==> src/rtl/fabric_load_port.sv <==
`default_nettype none
// ============================================================================
// Module   : fabric_load_port
// Purpose  : Credit-flow-controlled read port between a fabric load PE and a
//            fixed-latency SRAM; absorbs out-of-range addresses as zero reads.
// Revision : 1.0
// ============================================================================
module fabric_load_port #(
    parameter int DATA_WIDTH  = 32,
    parameter int TAG_WIDTH   = 0,
    parameter int ADDR_WIDTH  = 10,
    parameter int MEM_DEPTH   = 1024,
    parameter int MEM_LATENCY = 2,
    parameter int RESP_DEPTH  = 4,
    localparam int REQ_PW     = DATA_WIDTH + TAG_WIDTH,
    localparam int SAFE_TW    = (TAG_WIDTH > 0) ? TAG_WIDTH : 1
) (
    input  logic                  clk,
    input  logic                  rst_n,
    input  logic                  req_valid,
    output logic                  req_ready,
    input  logic [REQ_PW-1:0]     req_data,
    output logic                  mem_rd_en,
    output logic [ADDR_WIDTH-1:0] mem_rd_addr,
    input  logic [DATA_WIDTH-1:0] mem_rd_data,
    output logic                  resp_valid,
    input  logic                  resp_ready,
    output logic [DATA_WIDTH-1:0] resp_data,
    output logic [SAFE_TW-1:0]    resp_tag,
    output logic                  err_oob
);

    localparam int C_CNT_W = $clog2(RESP_DEPTH + 1);
    localparam int C_PTR_W = (RESP_DEPTH > 1) ? $clog2(RESP_DEPTH) : 1;
    localparam logic [C_CNT_W-1:0]  C_CNT_MAX  = C_CNT_W'(RESP_DEPTH);
    localparam logic [C_PTR_W-1:0]  C_PTR_LAST = C_PTR_W'(RESP_DEPTH - 1);
    localparam logic [DATA_WIDTH:0] C_MEM_LIM  = (DATA_WIDTH + 1)'(MEM_DEPTH);

    logic                  w_accept;
    logic                  w_pop;
    logic                  w_in_range;
    logic                  w_wr;
    logic [DATA_WIDTH-1:0] w_value;
    logic [DATA_WIDTH-1:0] w_wr_data;
    logic [SAFE_TW-1:0]    w_tag;

    logic [C_CNT_W-1:0]    r_cnt;
    logic [MEM_LATENCY-1:0] r_pv;
    logic [MEM_LATENCY-1:0] r_po;
    logic [SAFE_TW-1:0]    r_pt [MEM_LATENCY];
    logic [DATA_WIDTH-1:0] r_fd [RESP_DEPTH];
    logic [SAFE_TW-1:0]    r_ft [RESP_DEPTH];
    logic [C_PTR_W-1:0]    r_wp;
    logic [C_PTR_W-1:0]    r_rp;
    logic [C_CNT_W-1:0]    r_fcnt;
    logic                  r_err;

    generate
        if (TAG_WIDTH > 0) begin : g_tag
            assign w_tag = req_data[REQ_PW-1:DATA_WIDTH];
        end else begin : g_no_tag
            assign w_tag = '0;
        end
    endgenerate

    // Credits are withheld while reset is asserted so nothing is accepted.
    assign req_ready   = rst_n && (r_cnt < C_CNT_MAX);
    assign w_value     = req_data[DATA_WIDTH-1:0];
    assign w_in_range  = ({1'b0, w_value} < C_MEM_LIM);
    assign w_accept    = req_valid && req_ready;
    assign w_pop       = resp_valid && resp_ready;
    assign mem_rd_en   = w_accept && w_in_range;
    assign mem_rd_addr = w_value[ADDR_WIDTH-1:0];

    assign w_wr        = r_pv[MEM_LATENCY-1];
    assign w_wr_data   = r_po[MEM_LATENCY-1] ? '0 : mem_rd_data;

    assign resp_valid  = (r_fcnt != '0);
    assign resp_data   = r_fd[r_rp];
    assign resp_tag    = r_ft[r_rp];
    assign err_oob     = r_err;

    always_ff @(posedge clk or negedge rst_n) begin
        if (!rst_n) begin
            r_cnt <= '0;
            r_err <= 1'b0;
        end else begin
            if (w_accept && !w_pop) begin
                r_cnt <= r_cnt + C_CNT_W'(1);
            end else if (!w_accept && w_pop) begin
                r_cnt <= r_cnt - C_CNT_W'(1);
            end
            if (w_accept && !w_in_range) begin
                r_err <= 1'b1;
            end
        end
    end

    // Tracking pipeline mirrors the SRAM latency; its exit marks valid read data.
    always_ff @(posedge clk or negedge rst_n) begin
        if (!rst_n) begin
            r_pv <= '0;
            r_po <= '0;
            for (int i = 0; i < MEM_LATENCY; i++) begin
                r_pt[i] <= '0;
            end
        end else begin
            r_pv[0] <= w_accept;
            r_po[0] <= w_accept && !w_in_range;
            r_pt[0] <= w_tag;
            for (int i = 1; i < MEM_LATENCY; i++) begin
                r_pv[i] <= r_pv[i-1];
                r_po[i] <= r_po[i-1];
                r_pt[i] <= r_pt[i-1];
            end
        end
    end

    always_ff @(posedge clk or negedge rst_n) begin
        if (!rst_n) begin
            r_wp   <= '0;
            r_rp   <= '0;
            r_fcnt <= '0;
            for (int i = 0; i < RESP_DEPTH; i++) begin
                r_fd[i] <= '0;
                r_ft[i] <= '0;
            end
        end else begin
            if (w_wr) begin
                r_fd[r_wp] <= w_wr_data;
                r_ft[r_wp] <= r_pt[MEM_LATENCY-1];
                r_wp       <= (r_wp == C_PTR_LAST) ? '0 : r_wp + C_PTR_W'(1);
            end
            if (w_pop) begin
                r_rp <= (r_rp == C_PTR_LAST) ? '0 : r_rp + C_PTR_W'(1);
            end
            if (w_wr && !w_pop) begin
                r_fcnt <= r_fcnt + C_CNT_W'(1);
            end else if (!w_wr && w_pop) begin
                r_fcnt <= r_fcnt - C_CNT_W'(1);
            end
        end
    end

endmodule
`default_nettype wire

==> config.mk <==
export PLATFORM = sky130hd
export DESIGN_NAME = fabric_load_port
export DESIGN_NICKNAME = d
export VERILOG_FILES = /design/src/rtl/fabric_load_port.sv
export SDC_FILE = /design/constraint.sdc
export NUM_CORES = 1
export LEC_CHECK = 0
export ABC_CLOCK_PERIOD_IN_PS = 6230
export BUFFER_PORTS_ARGS = -buffer_cell sky130_fd_sc_hd__buf_2
export CELL_PAD_IN_SITES_DETAIL_PLACEMENT = 1
export CELL_PAD_IN_SITES_GLOBAL_PLACEMENT = 1
export CORE_ASPECT_RATIO = 1.75
export CORE_UTILIZATION = 47
export CTS_CLUSTER_DIAMETER = 50
export DETAILED_ROUTE_END_ITERATION = 7
export GPL_TIMING_DRIVEN = 0
export PLACE_DENSITY = 0.83
export REMOVE_ABC_BUFFERS = 1
export SLEW_MARGIN = 20
export SYNTH_ARGS = -nofsm -noshare
export SYNTH_HDL_FRONTEND = slang
export SYNTH_SLANG_ARGS = --single-unit
==> constraint.sdc <==
create_clock -name clk -period 6.23 [get_ports clk]
set_clock_uncertainty 0.2 [all_clocks]
set_input_delay 0.623 -clock clk [delete_from_list [all_inputs] [get_ports clk]]
set_output_delay 0.623 -clock clk [all_outputs]
set_load 0.05 [all_outputs]
## Yosys cells after proc, flatten, opt, wreduce, memory -nomap -nowiden

Index checks and enable logic that the tools add are counted.
W data, S select, Z words.

| word-level totals | value |
|---|---|
| register bits after elaboration | 147 |
| input bits | 68 |
| word-level logic and storage cells | 67 |

| operators by class | value |
|---|---|
| add/sub/neg operators | 6 |
| magnitude comparators | 5 |
| eq/ne operators | 2 |
| multiplexer cells | 18 |
| bitwise logic cells | 4 |
| reductions and logical operators | 17 |

Operators by type and width:

| kind | count |
|---|---|
| $bwmux W128 | 1 |
| $mux W32 | 4 |
| $bmux W32 S2 | 1 |
| $demux W32 S2 | 1 |
| $lt A32 B11 Y1 const B | 1 |
| $mux W3 | 4 |
| $logic_and A1 B1 Y1 | 10 |
| $add A3 B1 Y3 const B | 2 |
| $ge A3 B3 Y1 const B | 2 |
| $not A2 Y3 | 2 |
| $sub A3 B1 Y3 const B | 2 |
| $add A2 B1 Y2 const B | 2 |
| $and A4 B4 Y4 | 1 |
| $eq A2 B2 Y1 const B | 2 |
| $logic_not A1 Y1 | 4 |
| $mux W2 | 2 |
| $not A4 Y4 | 1 |
| $reduce_bool A2 Y1 | 2 |
| $lt A3 B1 Y1 const B | 1 |
| $lt A3 B3 Y1 const B | 1 |
| $mux W1 | 3 |
| $reduce_bool A3 Y1 | 1 |
| $bmux W1 S2 | 1 |
| $demux W1 S2 | 1 |

## Depth between registers and ports, before layout

| depth | value |
|---|---|
| depth in word-level cells | 7 |
| mapped depth | 8 |
| gate-level depth less buffers | 8 |

## Least setup slack after synthesis

Ideal clock, no wire load.

| path | value |
|---|---|
| kind | input port to output port |
| start | input port req_data[31] |
| end | output port mem_rd_en |
| arrival | 1.721 ns |
| required time | 5.407 ns |
| path slack | 3.686 ns |
| stages on the path | 3 |
| buffers on the path | 0 |
| cell sequence | or4_4 > nor2_2 > and3_1 |

| on the way | value |
|---|---|
| longest elaborated chain between the ends | 2 |

Ends and longest elaborated chain:

| what | line | source |
|---|---|---|
| start, declared | 22 | `input logic [REQ_PW-1:0] req_data,` |
| $lt A32 B11 Y1 | 69 | `assign w_in_range = ({1'b0, w_value} < C_MEM_LIM);` |
| $logic_and A1 B1 Y1 | 72 | `assign mem_rd_en = w_accept && w_in_range;` |
| end, declared | 23 | `output logic mem_rd_en,` |

Every way passes these cells.

## Final worst setup path

| path | value |
|---|---|
| start | input port rst_n |
| end | output port mem_rd_en |

| on the way | value |
|---|---|
| longest elaborated chain between the ends | 3 |

Ends and longest elaborated chain:

| what | line | source |
|---|---|---|
| start, declared | 19 | `input logic rst_n,` |
| $logic_and A1 B1 Y1 | 67 | `assign req_ready = rst_n && (r_cnt < C_CNT_MAX);` |
| $logic_and A1 B1 Y1 | 70 | `assign w_accept = req_valid && req_ready;` |
| net w_accept | 39 | `logic w_accept;` |
| $logic_and A1 B1 Y1 | 72 |  |

The timed path passes the listed nets, and every way through them passes these cells.

==> impl_metrics.csv <==
group,metric,value,unit
setup_path,cp.arrival,2840,ps
clocking,cts_root_buffer,"clkbuf_16",
final_layout,fin_util,57.2,%
clocking,htree_levels,4,
power_and_ir_drop,ir_drop,0.000289,V
setup_path,critPathCaptureType,"output port",
final_layout,syn_to_final_growth,18.7,%
routing,drtIter0Drc,279,
setup_path,r2r_start,"r_fcnt[0]",
clocking,cts_buffers,17,
sta,setup_viol,0,
sta,fin_crit_sh,58.8,%
floorplan,die_w,90.6,um
routing,wl,17500,um
final_layout,antenna-diode-count,0,
setup_path,reg2reg_depth,8,
clocking,cts_max_path_buffers,2,
synth,synth.avg_cell_area,11.3,um^2
routing,drc,0,
setup_path,rrSetupSlack,3850,ps
sta,hold_viol,0,
setup_path,critPathLaunch,"rst_n",
synth,yosys_warnings,0,
power_and_ir_drop,clkPwrFrac,20.4,%
power_and_ir_drop,p_leak,3.62,nW
synth,synth_cells,573,
power_and_ir_drop,sw_frac_of_total,44.2,%
floorplan,die_area,14200,um^2
routing,dr.pass1.iters,4,
global_route,grt_pass1_wl,28300,um
routing,ant_nets,0,
sta,slew_violations,0,
synth,synth-seq-cells,147,
floorplan,design.core.area,13400,um^2
synth,async_flop_share,100,%
final_layout,final_cell_mix,"dfrtp_1, nand2_1, o21ai_0",
floorplan,die_h,157,um
global_route,antenna_found_initial,1,
clocking,numClockSinks,147,
global_route,grt_max_degree,99,
placed_design,dp.final_hpwl,10400,um
final_layout,drive_gt1_share,27.4,%
synth,synth_edf_count,0,
final_layout,layout_commonest_cell,"dfrtp_1",
clocking,cts_tree,"yes",
synth,synth_cell_type_count,28,
run,maxCapViolCount,0,
min_path,hp-start,"r_po[0]",
routing,vias,4744,
power_and_ir_drop,p_comb_share,43.9,%
setup_path,start_kind,"input pin",
sta,fmax,0.273,GHz
clocking,clk_pin_slew,60,ps
setup_path,cp.required,5410,ps
placed_design,dp_cells,799,
power_and_ir_drop,seq_power_share,35.7,%
routing,wire_per_inst,21.0,um
synth,synthFlopType,"dfrtp_1",
power_and_ir_drop,power_density,647,nW/um^2
setup_path,rr_endpoint,"r_fcnt[2]",
global_route,grt_pass1_vias,5344,
sta,max-slew-margin-rel,53.1,%
power_and_ir_drop,net-switching-power,2.19,mW
setup_path,cp-endpoint,"mem_rd_en",
power_and_ir_drop,p_int,2.76,mW
final_layout,fin_cells,831,
sta,worstMarginPinSlew,700,ps
min_path,min_path_type,"flip-flop to flip-flop",
sta,fin_tns_setup,0,ps
placed_design,port_buffers,94,
routing,routed_via_density,5.71,
sta,finalCriticalPeriod,3660,ps
global_route,gr-usage-all-layers,26.6,%
clocking,insertion_delay,420,ps
floorplan,start_util,48.2,%
placed_design,gp_congestion,0.760,
setup_path,crit_type,"input pin to output port",
synth,synth-seq-area-share,57.0,%
floorplan,rows,56,
floorplan,top_level_ports,115,
sta,rsz0062_at_grt,"false",
status,status,"finished, final reports clean",
synth,netlist_area,6450,um^2
global_route,overflow,0,
final_layout,fin_nets,722,
setup_path,crit_fanout,98,
-- registers in the layout (all words and copies together), names as in the netlist --
signal / count
r_fcnt: 3
r_fd: 128
err_oob: 1
r_cnt: 3
r_ft: 4
r_po: 2
r_rp: 2
r_pv: 2
r_wp: 2
-- logic make-up (layout without fill, tap and decap cells) --
logic type / count (synthesis) / count (layout) / share of synthesized area, %
AOI/OAI and AO/OA: 132 / 132 / 10.3
xor gates and xnor gates: 6 / 6 / 0.814
adders and majority gates: 9 / 9 / 1.98
buffers and inverters: 53 / 137 / 4.56
DFF: 147 / 147 / 57.0
muxes: 37 / 37 / 12.2
and+or+nand+nor: 189 / 189 / 13.1
-- final cells by class --
class | instances | area (um^2)
Fill cell | 1421 | 5730
Sequential cell | 147 | 3680
Multi-Input combinational cell | 373 | 2490
Timing Repair Buffer | 102 | 676
Clock buffer | 18 | 439
Tap cell | 174 | 218
Clock inverter | 13 | 135
Inverter | 4 | 15.0
-- cells in the mapped netlist (6+ instances only) --
cell / instances / area [um^2]
o21ai_0: 130 / 651
dfrtp_1: 147 / 3680
ha_1: 7 / 87.6
buf_2: 22 / 110
nand2_1: 135 / 507
buf_4: 10 / 75.1
mux4_2: 33 / 743
clkbuf_1: 13 / 48.8
nand2b_1: 32 / 200
nor2_1: 6 / 22.5
-- worst min-delay path by stage --
stage | end | cells past startpoint
6_report | r_po[1] | 0
5_1_grt | r_po[1] | 0
3_5_place_dp | r_po[1] | 0
2_1_floorplan | err_oob | 0
3_3_place_gp | r_po[1] | 0
4_1_cts | r_po[1] | 0
-- metrics by stage --
| stage | setup slack [ps] | hold slack (ps) | power (mW) | area [um^2] |
|---|---|---|---|---|
| 6_report | 2570 | 150 | 4.95 | 7660 |
| 5_1_grt | 2390 | 156 | 5.20 | 7660 |
| 4_1_cts | 2520 | 149 | 4.99 | 7660 |
| 3_5_place_dp | 3000 | 135 | 3.90 | 7070 |
| 2_1_floorplan | 3150 | 127 | 3.27 | 6170 |
| 3_3_place_gp | 1500 | 134 | 3.69 | 6860 |
-- power groups by stage --
| stage | Combinational [mW] | Sequential [mW] | Clock (mW) |
|---|---|---|---|
| CTS | 2.20 | 1.77 | 1.03 |
| detailed placement | 2.14 | 1.76 | 0 |
| global placement | 1.93 | 1.75 | 0 |
| floorplan | 1.60 | 1.67 | 0 |
| global route | 2.33 | 1.82 | 1.06 |
| finish | 2.17 | 1.77 | 1.01 |
-- metal layers --
metal / share of wire (%) / routed length [um] / global-route usage [%]
met5: 0 / 0 / 0
met2: 55 / 9690 / 48.2
met4: 2.7 / 465 / 10.6
met1: 38 / 6630 / 29.8
met3: 3.9 / 678 / 6.81
-- critical path: stages --
cell and delay (ps):
dlygate4sd3_1 560, buf_8 360, buf_16 410, and3b_1 350, and3_1 170, buf_2 260
-- repair_timing --
item	in CTS	in global routing
endpoints found under the hold margin	51	0
resized for setup	0	0
hold buffers	1	0
endpoints found under the setup margin	0	0
buffers inserted	0	0
Power figures use the tool's default switching activity.
